File: config.mk
export PLATFORM = sky130hd
export DESIGN_NAME = braille_quiz_ctrl
export DESIGN_NICKNAME = d
export VERILOG_FILES = /design/src/rtl/braille_pkg.sv /design/src/rtl/braille_encoder.sv /design/src/rtl/braille_quiz_ctrl.sv
export SDC_FILE = /design/constraint.sdc
export NUM_CORES = 1
export LEC_CHECK = 0
export ABC_AREA = 1
export ABC_CLOCK_PERIOD_IN_PS = 2200
export CAP_MARGIN = 25
export CORE_ASPECT_RATIO = 1.2
export CORE_MARGIN = 3
export CORE_UTILIZATION = 59
export CTS_BUF_LIST = sky130_fd_sc_hd__clkbuf_2 sky130_fd_sc_hd__clkbuf_4 sky130_fd_sc_hd__clkbuf_8
export DETAILED_ROUTE_END_ITERATION = 10
export HOLD_SLACK_MARGIN = 0.1
export PLACE_DENSITY = 0.83
export REMOVE_ABC_BUFFERS = 1
export SYNTH_ARGS = -nofsm -noshare
export SYNTH_HDL_FRONTEND = slang
export SYNTH_SLANG_ARGS = --single-unit
File: constraint.sdc
create_clock -name clk -period 2.2 [get_ports clk]
set_input_delay 0.22 -clock clk [delete_from_list [all_inputs] [get_ports clk]]
set_output_delay 0.22 -clock clk [all_outputs]
set_load 0.005 [all_outputs]
File: src/rtl/braille_pkg.sv
// Shared types and constants for the Braille quiz controller: FSM states, widths, dot table.
package braille_pkg;

  localparam int DOT_W = 6;
  localparam int IDX_W = 4;
  localparam int CNT_W = 8;

  typedef enum logic [2:0] {
    IDLE,
    FETCH,
    LATCH,
    SHOW,
    RESULT,
    DONE
  } state_t;

  // Index 0..15 = a..p; bit0 = dot1. k..p reuse a..f with dot3 added.
  localparam logic [DOT_W-1:0] DOT_TABLE [16] = '{
    6'h01, 6'h03, 6'h09, 6'h19, 6'h11, 6'h0B, 6'h1B, 6'h13,
    6'h0A, 6'h1A, 6'h05, 6'h07, 6'h0D, 6'h1D, 6'h15, 6'h0F
  };

endpackage

File: src/rtl/braille_encoder.sv
// Letter index to 6-dot Braille cell lookup; purely combinational, zero latency,
// no flow control.
module braille_encoder
  import braille_pkg::*;
(
  input  logic [IDX_W-1:0] idx,
  output logic [DOT_W-1:0] dots
);

  assign dots = DOT_TABLE[idx];

endmodule

File: src/rtl/braille_quiz_ctrl.sv
// Braille quiz session controller: fetches a random letter, shows its cell, scores the answer.
// Latency: game_start edge to first valid target_dots is 3 cycles; no backpressure, inputs are edge events.
// Optional BRAILLE_RETRY_EN: one retry after a wrong first submit in each round.
module braille_quiz_ctrl
  import braille_pkg::*;
#(
  parameter int unsigned NUM_ROUNDS     = 10,
  parameter int unsigned TIMEOUT_CYCLES = 50000000,
  parameter int unsigned RESULT_CYCLES  = 25000000
) (
  input  logic             clk,
  input  logic             rst,
  input  logic             game_start,
  input  logic             submit,
  input  logic [DOT_W-1:0] answer_dots,
  input  logic [IDX_W-1:0] rng_value,
  output logic             rng_start,
  output logic             rng_update,
  output logic [DOT_W-1:0] target_dots,
  output logic [IDX_W-1:0] target_idx,
  output logic             correct,
  output logic             wrong,
  output logic [CNT_W-1:0] score,
  output logic [CNT_W-1:0] round,
  output logic             busy,
  output logic             done
);

  localparam logic [31:0]      TO_LAST     = 32'(TIMEOUT_CYCLES - 1);
  localparam logic [31:0]      RES_LAST    = 32'(RESULT_CYCLES - 1);
  localparam logic [CNT_W-1:0] ROUNDS_LAST = CNT_W'(NUM_ROUNDS);

  state_t           state, state_nxt;
  logic             gs_q, sub_q;
  logic             gs_evt, sub_evt;
  logic [31:0]      timer;
  logic [DOT_W-1:0] enc_dots;
  logic             res_correct, res_retry;
  logic             start_session, latch_idx, timer_clr, enter_res;
  logic             ans_ok, res_ok_nxt, retry_nxt;
`ifdef BRAILLE_RETRY_EN
  logic             retry_used;
`endif

  braille_encoder u_enc (
    .idx  (target_idx),
    .dots (enc_dots)
  );

  assign gs_evt  = game_start & ~gs_q;
  assign sub_evt = submit & ~sub_q;
  assign ans_ok  = (answer_dots == enc_dots);

  always_ff @(posedge clk or negedge rst) begin
    if (!rst) state <= IDLE;
    else      state <= state_nxt;
  end

  always_comb begin
    state_nxt     = state;
    rng_update    = 1'b0;
    start_session = 1'b0;
    latch_idx     = 1'b0;
    timer_clr     = 1'b0;
    enter_res     = 1'b0;
    res_ok_nxt    = 1'b0;
    retry_nxt     = 1'b0;
    case (state)
      IDLE, DONE: begin
        if (gs_evt) begin
          start_session = 1'b1;
          state_nxt     = FETCH;
        end
      end
      FETCH: begin
        rng_update = 1'b1;
        state_nxt  = LATCH;
      end
      LATCH: begin
        latch_idx = 1'b1;
        timer_clr = 1'b1;
        state_nxt = SHOW;
      end
      SHOW: begin
        // Submit takes priority over a timeout landing in the same cycle.
        if (sub_evt) begin
          enter_res  = 1'b1;
          res_ok_nxt = ans_ok;
`ifdef BRAILLE_RETRY_EN
          retry_nxt  = ~ans_ok & ~retry_used;
`endif
          state_nxt  = RESULT;
        end else if (timer == TO_LAST) begin
          enter_res = 1'b1;
          state_nxt = RESULT;
        end
      end
      RESULT: begin
        if (timer == RES_LAST) begin
          timer_clr = 1'b1;
          if (res_retry)                  state_nxt = SHOW;
          else if (round == ROUNDS_LAST)  state_nxt = DONE;
          else                            state_nxt = FETCH;
        end
      end
      default: state_nxt = IDLE;
    endcase
  end

  always_ff @(posedge clk or negedge rst) begin
    if (!rst) begin
      gs_q        <= 1'b0;
      sub_q       <= 1'b0;
      timer       <= '0;
      score       <= '0;
      round       <= '0;
      target_idx  <= '0;
      res_correct <= 1'b0;
      res_retry   <= 1'b0;
    end else begin
      gs_q  <= game_start;
      sub_q <= submit;
      if (timer_clr || enter_res)                timer <= '0;
      else if (state == SHOW || state == RESULT) timer <= timer + 32'd1;
      if (start_session) begin
        score <= '0;
        round <= '0;
      end else if (enter_res && !retry_nxt) begin
        if (round != '1)               round <= round + 1'b1;
        if (res_ok_nxt && score != '1) score <= score + 1'b1;
      end
      if (latch_idx) target_idx <= rng_value;
      if (enter_res) begin
        res_correct <= res_ok_nxt;
        res_retry   <= retry_nxt;
      end
    end
  end

`ifdef BRAILLE_RETRY_EN
  always_ff @(posedge clk or negedge rst) begin
    if (!rst)                        retry_used <= 1'b0;
    else if (latch_idx)              retry_used <= 1'b0;
    else if (enter_res && retry_nxt) retry_used <= 1'b1;
  end
`endif

  assign rng_start   = (state != IDLE);
  assign busy        = (state != IDLE) && (state != DONE);
  assign done        = (state == DONE);
  assign correct     = (state == RESULT) &&  res_correct;
  assign wrong       = (state == RESULT) && !res_correct;
  assign target_dots = (state == SHOW || state == RESULT) ? enc_dots : '0;

endmodule

==> flow_metrics.tcl <==
set metrics [dict create \
    numCtsBuffers 9 \
    drive_gt1_frac 0.09958 \
    final_cells 800 \
    cp.required_ps 1980 \
    row_count 33 \
    crit_chain "inv_1, nand3_1, nand2_1, nor2_1, clkdlybuf4s50_1" \
    track_usage 0.2646 \
    ios 46 \
    cts.htree.levels 3 \
    ant_nets 0 \
    max_freq_mhz 478.3 \
    hpwl_um 8007 \
    viasPerCell 5.490 \
    drv_cap 0 \
    setup_violations 0 \
    antenna_found_initial 0 \
    die_area_um2 8412 \
    cts.sinks 58 \
    die_h_um 99.88 \
    syn_area_um2 4333 \
    leakage_uw 0.002584 \
    status "complete, no violations" \
    worst-path-max-fanout 10 \
    start_util 0.6209 \
    hold_violations 0 \
    synthToLayoutAreaGrowth_pct 16.95 \
    crit_arrival_ps 1870 \
    syn_area_per_cell_um2 6.545 \
    hp-class "input port to flip-flop" \
    crit_slowest_cell "dfrtp_1" \
    drc 0 \
    vias 4392 \
    globalplace.congestion 0.9529 \
    cts_root_buf "clkbuf_8" \
    slew_headroom 0.6546 \
    place_inst 781 \
    cts_tree "done" \
    wire_per_inst_um 13.62 \
    place_ws_ps 214.4 \
    rsz0062_at_grt "no" \
    grt_pass1_vias 4086 \
    clock_latency_ps 340 \
    ys_types 33 \
    crit_type "flip-flop to primary output" \
    clockBufferDepth 2 \
    nets 728 \
    vdd_drop_max_uv 827.2 \
    dr.pass1.iters 5 \
    period_minus_slack_ps 2091 \
    wl_um 10900 \
    hold_slack_ps 346.8 \
    fin_tns_setup_ps 0 \
    grt_overflow 0 \
    startpoint_type "flip-flop" \
    core-area_um2 6978 \
    synth_seq_area_share 0.3350 \
    setup_slack_ps 109.5 \
    port_buffers 44 \
    tightest_slew_ps 518.0 \
    syn_inst 662 \
    clkSlewWorstSetupHoldPaths_ps 70 \
    post-route-period-util 0.9502 \
    clock_skew_ps 5.144 \
    drt_iter0_drc 281 \
    antenna_cells 0 \
    grt_pass1_wl_um 18280 \
    cp_slowest_stage_delay_ps 530 \
    synth_seq_cells 58 \
    die_w_um 84.23 \
    critPathCaptureType "primary output" \
    p_per_area_nw_per_um2 832.1 \
    grt_max_degree 47 \
    slew_violations 0 \
    yosysWarnings 0 \
]
-- area by class of cell --
cell class	count	area, µm²
clock inverter	4	48.80
sequential	58	1453
inverter	91	341.6
clock buffer	12	165.2
tap	87	108.9
fill	564	1911
timing repair buffer	57	549.3
multi-input combinational	491	2401
-- cells in the final DEF, fill, tap and decap left out, types with 8 or more instances in the layout --
cell,count
clkbuf_8,12
nand2_1,202
inv_2,9
nor2_1,85
dfrtp_1,57
xor2_1,13
inv_1,82
nand4_1,50
nand3_1,59
o21ai_0,8
xnor2_1,8
clkdlybuf4s50_1,41
nand2_2,11
a21oi_1,12
buf_4,11
-- synthesized netlist by cell type, drive strengths merged --
| cell type | n | area, µm² |
|---|---|---|
| clkbuf | 3 | 11.26 |
| xnor2 | 8 | 70.07 |
| nand3 | 63 | 330.3 |
| nor2 | 95 | 410.4 |
| or3 | 1 | 6.260 |
| a21o | 1 | 7.510 |
| a21oi | 12 | 60.06 |
| xor2 | 13 | 113.9 |
| a31oi | 1 | 6.260 |
| buf | 19 | 137.6 |
| or2 | 3 | 18.77 |
| o21bai | 1 | 11.26 |
| nand3b | 3 | 22.52 |
| ha | 6 | 75.07 |
| inv | 91 | 341.6 |
| o21ai | 9 | 45.04 |
| nor3 | 9 | 55.05 |
| dfrtp | 58 | 1451 |
| nand4 | 50 | 312.8 |
| nand2 | 214 | 833.3 |
| conb | 1 | 3.750 |
| a22o | 1 | 8.760 |
-- path summary, 6_finish.rpt --
| kind | startpoint | endpoint | depth (start not counted) | slack [ps] |
|---|---|---|---|---|
| worst min register to register | score[4] | score[4] | 2 | 540 |
| worst max-delay path | target_idx[3] | target_dots[1] | 5 | 110 |
| worst min-delay path | submit | sub_q | 1 | 350 |
| min in group asynchronous | rst | timer[23] | 2 | 380 |
| worst max register to register | timer[1] | timer[22] | 11 | 280 |
| max in group asynchronous | rst | state[2] | 3 | 1230 |
-- routing by layer --
metal  up-vias  track usage  routed length (µm)
met5         -            0                   0
met4         0       0.1188                 346
met3        34      0.04844                 519
met2       143       0.4575                5359
met1      2022       0.3209                4671
li1       2193            -                   -
-- registers in the layout, indices dropped and copies added (netlist names) --
name	cells
gs_q	1
res_correct	1
round	8
score	8
state	3
sub_q	1
target_idx	4
timer	32
-- stage by stage --
stage | cell area, µm² | util | total power (µW)
finish | 5067 | 0.7262 | 4217
global route | 5067 | 0.7262 | 4485
CTS | 5056 | 0.7246 | 4185
detailed placement | 4816 | 0.6902 | 3083
global placement | 4816 | 0.6902 | 3036
floorplan | 4184 | - | 2348
-- logic make-up (layout without fill, tap and decap cells) --
group / count (synthesis) / after routing / synth area share
AO/OA/AOI/OAI: 25 / 25 / 0.03205
XOR/XNOR: 21 / 21 / 0.04245
adder cells (fa/ha/maj): 6 / 6 / 0.01733
buffers and inverters: 113 / 164 / 0.1132
flip-flops: 58 / 58 / 0.3350
other: 1 / 1 / 0.0008655
AND/OR/NAND/NOR: 438 / 438 / 0.4591
-- critical path, delay by kind of cell (launching register included) --
kind	cells	cell delay, ps
buffers and inverters	2	670
DFF	1	530
and+or+nand+nor	3	330
-- timing repair --
action,in CTS,in global routing
hold buffers,1,0
setup buffers,2,0
setup endpoints to repair,3,4
endpoints found under the hold margin,21,0
gates resized for setup,4,6
-- where the power goes --
group / total, µW / internal [µW] / switching, µW
logic: 1790 / 675 / 1110
registers: 1360 / 1190 / 170
clock network: 1070 / 614 / 455
Power figures use the tool's default switching activity.
